**src/rtl/deconv_gf2_serial_pkg.sv**
```systemverilog
// rtl/deconv_gf2_serial_pkg.sv - shared types and width helper for the GF(2) serial deconvolver
package deconv_pkg;

    typedef enum logic [2:0] {
        ST_IDLE,
        ST_CHECK,
        ST_FILL,
        ST_RUN,
        ST_FLUSH,
        ST_DONE
    } state_t;

    // Full-convolution result width, shared with the convolver side.
    function automatic int conv_out_w(input int in_w, input int k_w);
        return in_w + k_w - 1;
    endfunction

endpackage

```
**src/rtl/gf2_div_step.sv**
```systemverilog
// rtl/gf2_div_step.sv - one LFSR long-division step over GF(2)
module gf2_div_step #(
    parameter int K_W = 3
) (
    input  logic [K_W-2:0] s,
    input  logic           b,
    input  logic [K_W-2:0] kreg,
    output logic [K_W-2:0] s_next,
    output logic           q
);

    logic [K_W-1:0] t;

    // The leading kernel coefficient is always 1, so it only decides q and is never stored.
    assign t      = {s, b};
    assign q      = t[K_W-1];
    assign s_next = t[K_W-2:0] ^ ({(K_W-1){q}} & kreg);

endmodule

```
**src/rtl/deconv_gf2_serial.sv**
```systemverilog
// rtl/deconv_gf2_serial.sv - serial GF(2) deconvolver: dividend bits in, quotient bits and word out
module deconv_gf2_serial
    import deconv_pkg::*;
#(
    parameter int IN_W = 255,
    parameter int K_W  = 3
) (
    input  logic            clk,
    input  logic            rst_n,
    input  logic            start,
    input  logic [K_W-1:0]  kernel,
    input  logic            s_valid,
    output logic            s_ready,
    input  logic            s_data,
    output logic            m_valid,
    input  logic            m_ready,
    output logic            m_data,
    output logic            m_last,
    output logic [IN_W-1:0] quot,
    output logic [K_W-2:0]  rem,
    output logic            rem_ok,
    output logic            err_kernel,
    output logic            busy,
    output logic            done
);

    localparam int OUT_W = conv_out_w(IN_W, K_W);
    localparam int CNT_W = $clog2(OUT_W + 1);
    localparam logic [CNT_W-1:0] FILL_END = CNT_W'(K_W - 1);
    localparam logic [CNT_W-1:0] LAST_CNT = CNT_W'(OUT_W);

    state_t           state;
    state_t           state_nx;
    logic [K_W-1:0]   kreg;
    logic [K_W-2:0]   sreg;
    logic [K_W-2:0]   s_next;
    logic             q;
    logic [CNT_W-1:0] cnt;
    logic [CNT_W-1:0] cnt_inc;
    logic             s_acc;

    gf2_div_step #(.K_W(K_W)) u_step (
        .s      (sreg),
        .b      (s_data),
        .kreg   (kreg[K_W-2:0]),
        .s_next (s_next),
        .q      (q)
    );

    assign s_acc   = s_valid && s_ready;
    assign cnt_inc = (cnt == LAST_CNT) ? cnt : cnt + 1'b1;

    always_ff @(posedge clk or negedge rst_n) begin
        if (!rst_n) begin
            state <= ST_IDLE;
        end else begin
            state <= state_nx;
        end
    end

    always_comb begin
        state_nx = state;
        case (state)
            ST_IDLE:  if (start) state_nx = ST_CHECK;
            ST_CHECK: state_nx = kreg[K_W-1] ? ST_FILL : ST_DONE;
            ST_FILL:  if (s_acc && cnt_inc == FILL_END) state_nx = ST_RUN;
            ST_RUN:   if (s_acc && cnt_inc == LAST_CNT) state_nx = ST_FLUSH;
            ST_FLUSH: if (!m_valid || m_ready) state_nx = ST_DONE;
            ST_DONE:  state_nx = ST_IDLE;
            default:  state_nx = ST_IDLE;
        endcase
    end

    // RUN keeps accepting while the single output slot is empty or draining this cycle.
    always_comb begin
        s_ready = 1'b0;
        case (state)
            ST_FILL: s_ready = 1'b1;
            ST_RUN:  s_ready = !m_valid || m_ready;
            default: s_ready = 1'b0;
        endcase
        busy = (state != ST_IDLE);
        done = (state == ST_DONE);
    end

    always_ff @(posedge clk or negedge rst_n) begin
        if (!rst_n) begin
            kreg       <= '0;
            sreg       <= '0;
            cnt        <= '0;
            m_valid    <= 1'b0;
            m_data     <= 1'b0;
            m_last     <= 1'b0;
            quot       <= '0;
            rem        <= '0;
            rem_ok     <= 1'b0;
            err_kernel <= 1'b0;
        end else begin
            case (state)
                ST_IDLE: begin
                    if (start) begin
                        kreg       <= kernel;
                        err_kernel <= 1'b0;
                        rem        <= '0;
                        rem_ok     <= 1'b0;
                    end
                end
                ST_CHECK: begin
                    sreg <= '0;
                    quot <= '0;
                    cnt  <= '0;
                    if (!kreg[K_W-1]) err_kernel <= 1'b1;
                end
                ST_FILL: begin
                    if (s_acc) begin
                        sreg <= s_next;
                        cnt  <= cnt_inc;
                    end
                end
                ST_RUN: begin
                    if (s_acc) begin
                        sreg    <= s_next;
                        cnt     <= cnt_inc;
                        m_valid <= 1'b1;
                        m_data  <= q;
                        m_last  <= (cnt_inc == LAST_CNT);
                        quot    <= IN_W'({quot, q});
                    end else if (m_ready) begin
                        m_valid <= 1'b0;
                        m_last  <= 1'b0;
                    end
                end
                ST_FLUSH: begin
                    if (!m_valid || m_ready) begin
                        m_valid <= 1'b0;
                        m_last  <= 1'b0;
                        rem     <= sreg;
                        rem_ok  <= (sreg == '0);
                    end
                end
                default: begin
                end
            endcase
        end
    end

endmodule

```
**config.mk**
```make
export PLATFORM = sky130hd
export DESIGN_NAME = deconv_gf2_serial
export DESIGN_NICKNAME = d
export VERILOG_FILES = /design/src/rtl/deconv_gf2_serial_pkg.sv /design/src/rtl/gf2_div_step.sv /design/src/rtl/deconv_gf2_serial.sv
export SDC_FILE = /design/constraint.sdc
export NUM_CORES = 1
export LEC_CHECK = 0
export BUFFER_PORTS_ARGS = -buffer_cell sky130_fd_sc_hd__buf_4
export CAP_MARGIN = 20
export CORE_ASPECT_RATIO = 0.5
export CORE_MARGIN = 2
export CORE_UTILIZATION = 45
export DETAILED_ROUTE_END_ITERATION = 10
export PLACE_DENSITY = 0.8
export SLEW_MARGIN = 20
export SYNTH_ARGS = -nofsm -noshare
export SYNTH_HDL_FRONTEND = slang
export SYNTH_SLANG_ARGS = --single-unit
```
**constraint.sdc**
```tcl
create_clock -name clk -period 2.4 [get_ports clk]
set_input_delay 0 -clock clk [delete_from_list [all_inputs] [get_ports clk]]
set_output_delay 0 -clock clk [all_outputs]
set_load 0.01 [all_outputs]
```
==> summary.md <==
| Metric | Value |
|---|---|
| Status | finished, final reports clean |
| Final HPWL DP | a little under 20000 µm |
| First drt pass iteration count | 5 |
| Met3 Use GR | 0.0371 |
| Hold/Removal Path Class | in2async |
| Largest net degree at the start of global routing | 91 |
| Seq/Total Area, Yosys | 0.616 |
| Total power | between 0.01 and 0.015 W |
| Final setup viols | 0 |
| Max cap viols | 0 |
| Wire per inst | 16.0 µm |
| Min Tclk post-route | 2.14 ns |
| Number of H-tree levels | 1 |
| Crit-path cells | nor2b_2 > a211o_1 > and2_1 > a2bb2oi_1 > o21ai_0 |
| Ranking of synthesized cells by area | dfrtp_1, nand2_1, nand3_1, clkbuf_1, o21ai_0 |
| Placer congestion estimate | ~0.87 |
| Crit Path Category | reg2reg |
| I/O Pins | roughly 270 |
| PD cells | about 760 mW/mm² |
| Crit start category | register |
| Slew headroom | 0.620 |
| # DRC | 0 |
| Worst slew pin tran | between 0.5 and 0.6 ns |
| Via Count | 9784 |
| Post-layout util | 0.605 |
| Antenna Nets Post-Route | 0 |
| Primary FF master, synth | dfrtp_1 |
| Fin. max-slew vios | 0 |
| Setup TNS | 0 ns |
| Top cells by count, synth | nand2_1, dfrtp_1, nand3_1, clkbuf_1, buf_1 |
| CP delay by family, top | compound AO/OA/AOI/OAI gates |
| Async set-reset flop share out of synthesis | 1.00 |
| Clock slew at reported path FFs | roughly 0.060 ns |
| Slowest library cell on the worst path | a211o_1 |
| CTS Sinks | 279 |
| Antenna cell count | 0 |
| Post-Syn Area | between 0.01 and 0.015 mm² |
| Row cnt | 40 |
| Skew-Pair Late Insertion Delay | about 0.53 ns |
| Worst Path Arrival | 2.53 ns |
| Cells after Synth | between 1000 and 1500 |
| CP Data Required Time | approximately 2.8 ns |
| WL final | 29800 µm |
| WP buf/inv | 0 |
| Synth cell types | 41 |
| Final Hold Vio Count | 0 |
| RSZ-0062 raised after global routing | no |
| Count leader, synth | nand2_1 |
| Finished Cell Area | about 0.015 mm² |
| CTS Buffer Depth | 3 |
| CP Capture Type | register |
| Max Clk Rate | between 0.4 and 0.5 GHz |
| Cell Count Post-Placement | 1802 |
| Initial antenna violation count | 0 |
| Post-route insts no fill | roughly 1900 |
| #FFs+latches synth | approximately 280 |
| Post-layout nets | around 1500 |
| Register Area | ~0.0070 mm² |
| Leak | about 8.4 nW |
| EDFF count, synth | 0 |
| Multi-input gate area in the final layout | between 0.003 and 0.004 mm² |
| Clk_skew | approximately 0.023 ns |
| Die area | between 0.02 and 0.03 mm² |
| Worst VDD drop | 0.000582 V |
| Port buffer count | around 270 |
| Vias in the first global route | between 9000 and 10000 |
| Total grt overflow | 0 |
| Met1 usage | 0.288 |
| Layout cells sized above 1 | 0.226 |
| Drt initial violations | 912 |
| Met2 GRT Util | 0.361 |
| Via density per instance | roughly 5.3 |
| Initial Utilization | 0.465 |
| Synth-to-layout area growth | 30.2% |
| Die X-Extent | around 230 µm |
| Post-CTS Setup Inserts | 0 |
| Die Height | 116 µm |
| Fin crit share | 0.890 |
| Crit-path max FO | 17 |
| Cts bufs inserted | 26 |
| Average cell area after synthesis | just under 9 µm² |
| Yosys synthesis warning count | 0 |
| Crit path largest cell delay | about 0.51 ns |
| Core area | 0.0244 mm² |
| Synth top area share | 0.616 |
| Busiest grt layer | met2 |
| Placed Area | about 0.014 mm² |
| Total Routing Usage GR | 0.218 |
| Syn Nets | ~1300 |
| Fill count | about 2000 |
| First-pass GRT wire length | 47500 µm |
| TritonCTS clock tree | done |
| Root Driver | clkbuf_16 |
| Area leader, netlist | dfrtp_1 |
## cell usage in the layout (no fill, tap or decap), types with 2 or more instances in the layout
master	n
mux2_2	4
nand3_1	265
buf_12	14
a21oi_1	8
clkbuf_1	9
ha_1	2
a21o_1	3
bufinv_16	2
o21ai_0	21
nor3_1	3
or4_4	2
clkbuf_16	27
nor4_1	2
xor2_1	3
o21a_1	3
nand2_1	524
and3_1	2
nor2_1	10
clkbuf_8	4
buf_4	280
dfrtp_1	279
o41ai_1	2
and2_1	2
nand2b_1	4
clkinv_2	4
inv_1	6
a22oi_1	3
dlygate4sd3_1	11
nand4_1	2
o31ai_1	3
o22ai_1	2
## sequential cells by signal, summed over array words and instances (netlist names)
name / flops
kreg: 3
sreg: 2
rem_ok: 1
quot: 255
m_last: 1
m_data: 1
state: 3
rem: 2
err_kernel: 1
m_valid: 1
cnt: 9
## report_power, final
group	internal (W)	leakage [nW]	total (W)	switching [W]
Clock	0.00241	0.420	0.00416	0.00175
Combinational	0.000579	4.08	0.00207	0.00149
Sequential	0.00482	3.88	0.00494	0.000125
## cells by family after synthesis
logic type | share of synthesized area
multiplexers | 0.00397
AO/OA/AOI/OAI | 0.0290
AND/OR/NAND/NOR | 0.311
adder cells (fa/ha/maj) | 0.00221
XOR/XNOR | 0.00232
flip-flops | 0.616
buffers and inverters | 0.0358
## routing by layer
layer  vias up  part of all wire
met5         -                 0
met1      4809              0.42
met4         0             0.047
met2       274              0.49
li1       4614                 -
met3        87             0.041
## stage by stage
step / setup WS [ns] / hold WS, ns
final: 0.264 / 0.0765
after detailed placement: 0.161 / -0.0693
after global placement: 0.264 / -0.0769
after global routing: 0.0733 / 0.0758
after floorplan: 0.453 / -0.296
after CTS: 0.144 / 0.0675
## worst register-to-register path, cell delays in order (launching register included)
cell and delay (ns):
dfrtp_1 0.41, nor2b_2 0.38, a211o_1 0.52, and2_1 0.38, a2bb2oi_1 0.20, o21ai_0 0.11
## final timing paths
check / startpoint / end / slack [ns] / cells past startpoint
setup / recovery: m_valid / sreg[1] / 0.26 / 5
hold / removal: rst_n / quot[158] / 0.08 / 3
setup reg to reg: m_valid / sreg[1] / 0.26 / 5
hold reg to reg: m_last / m_last / 0.49 / 1
max in group asynchronous: rst_n / quot[233] / 1.91 / 3
min in group clk: s_valid / cnt[2] / 0.37 / 4
## layout make-up
type | count | area share
clock inverter | 7 | 0.00602
multi-input combinational | 887 | 0.269
timing repair buffer | 306 | 0.170
clock buffer | 40 | 0.0518
tap | 336 | 0.0285
sequential | 279 | 0.473
inverter | 6 | 0.00153
## repair_timing
item | 4_1_cts | 5_1_grt
endpoints found under the hold margin | 292 | 0
hold buffers | 12 | 0
setup endpoints to repair | 0 | 7
gates resized for setup | 0 | 1
Note: power is estimated with default switching activity, not from simulation.
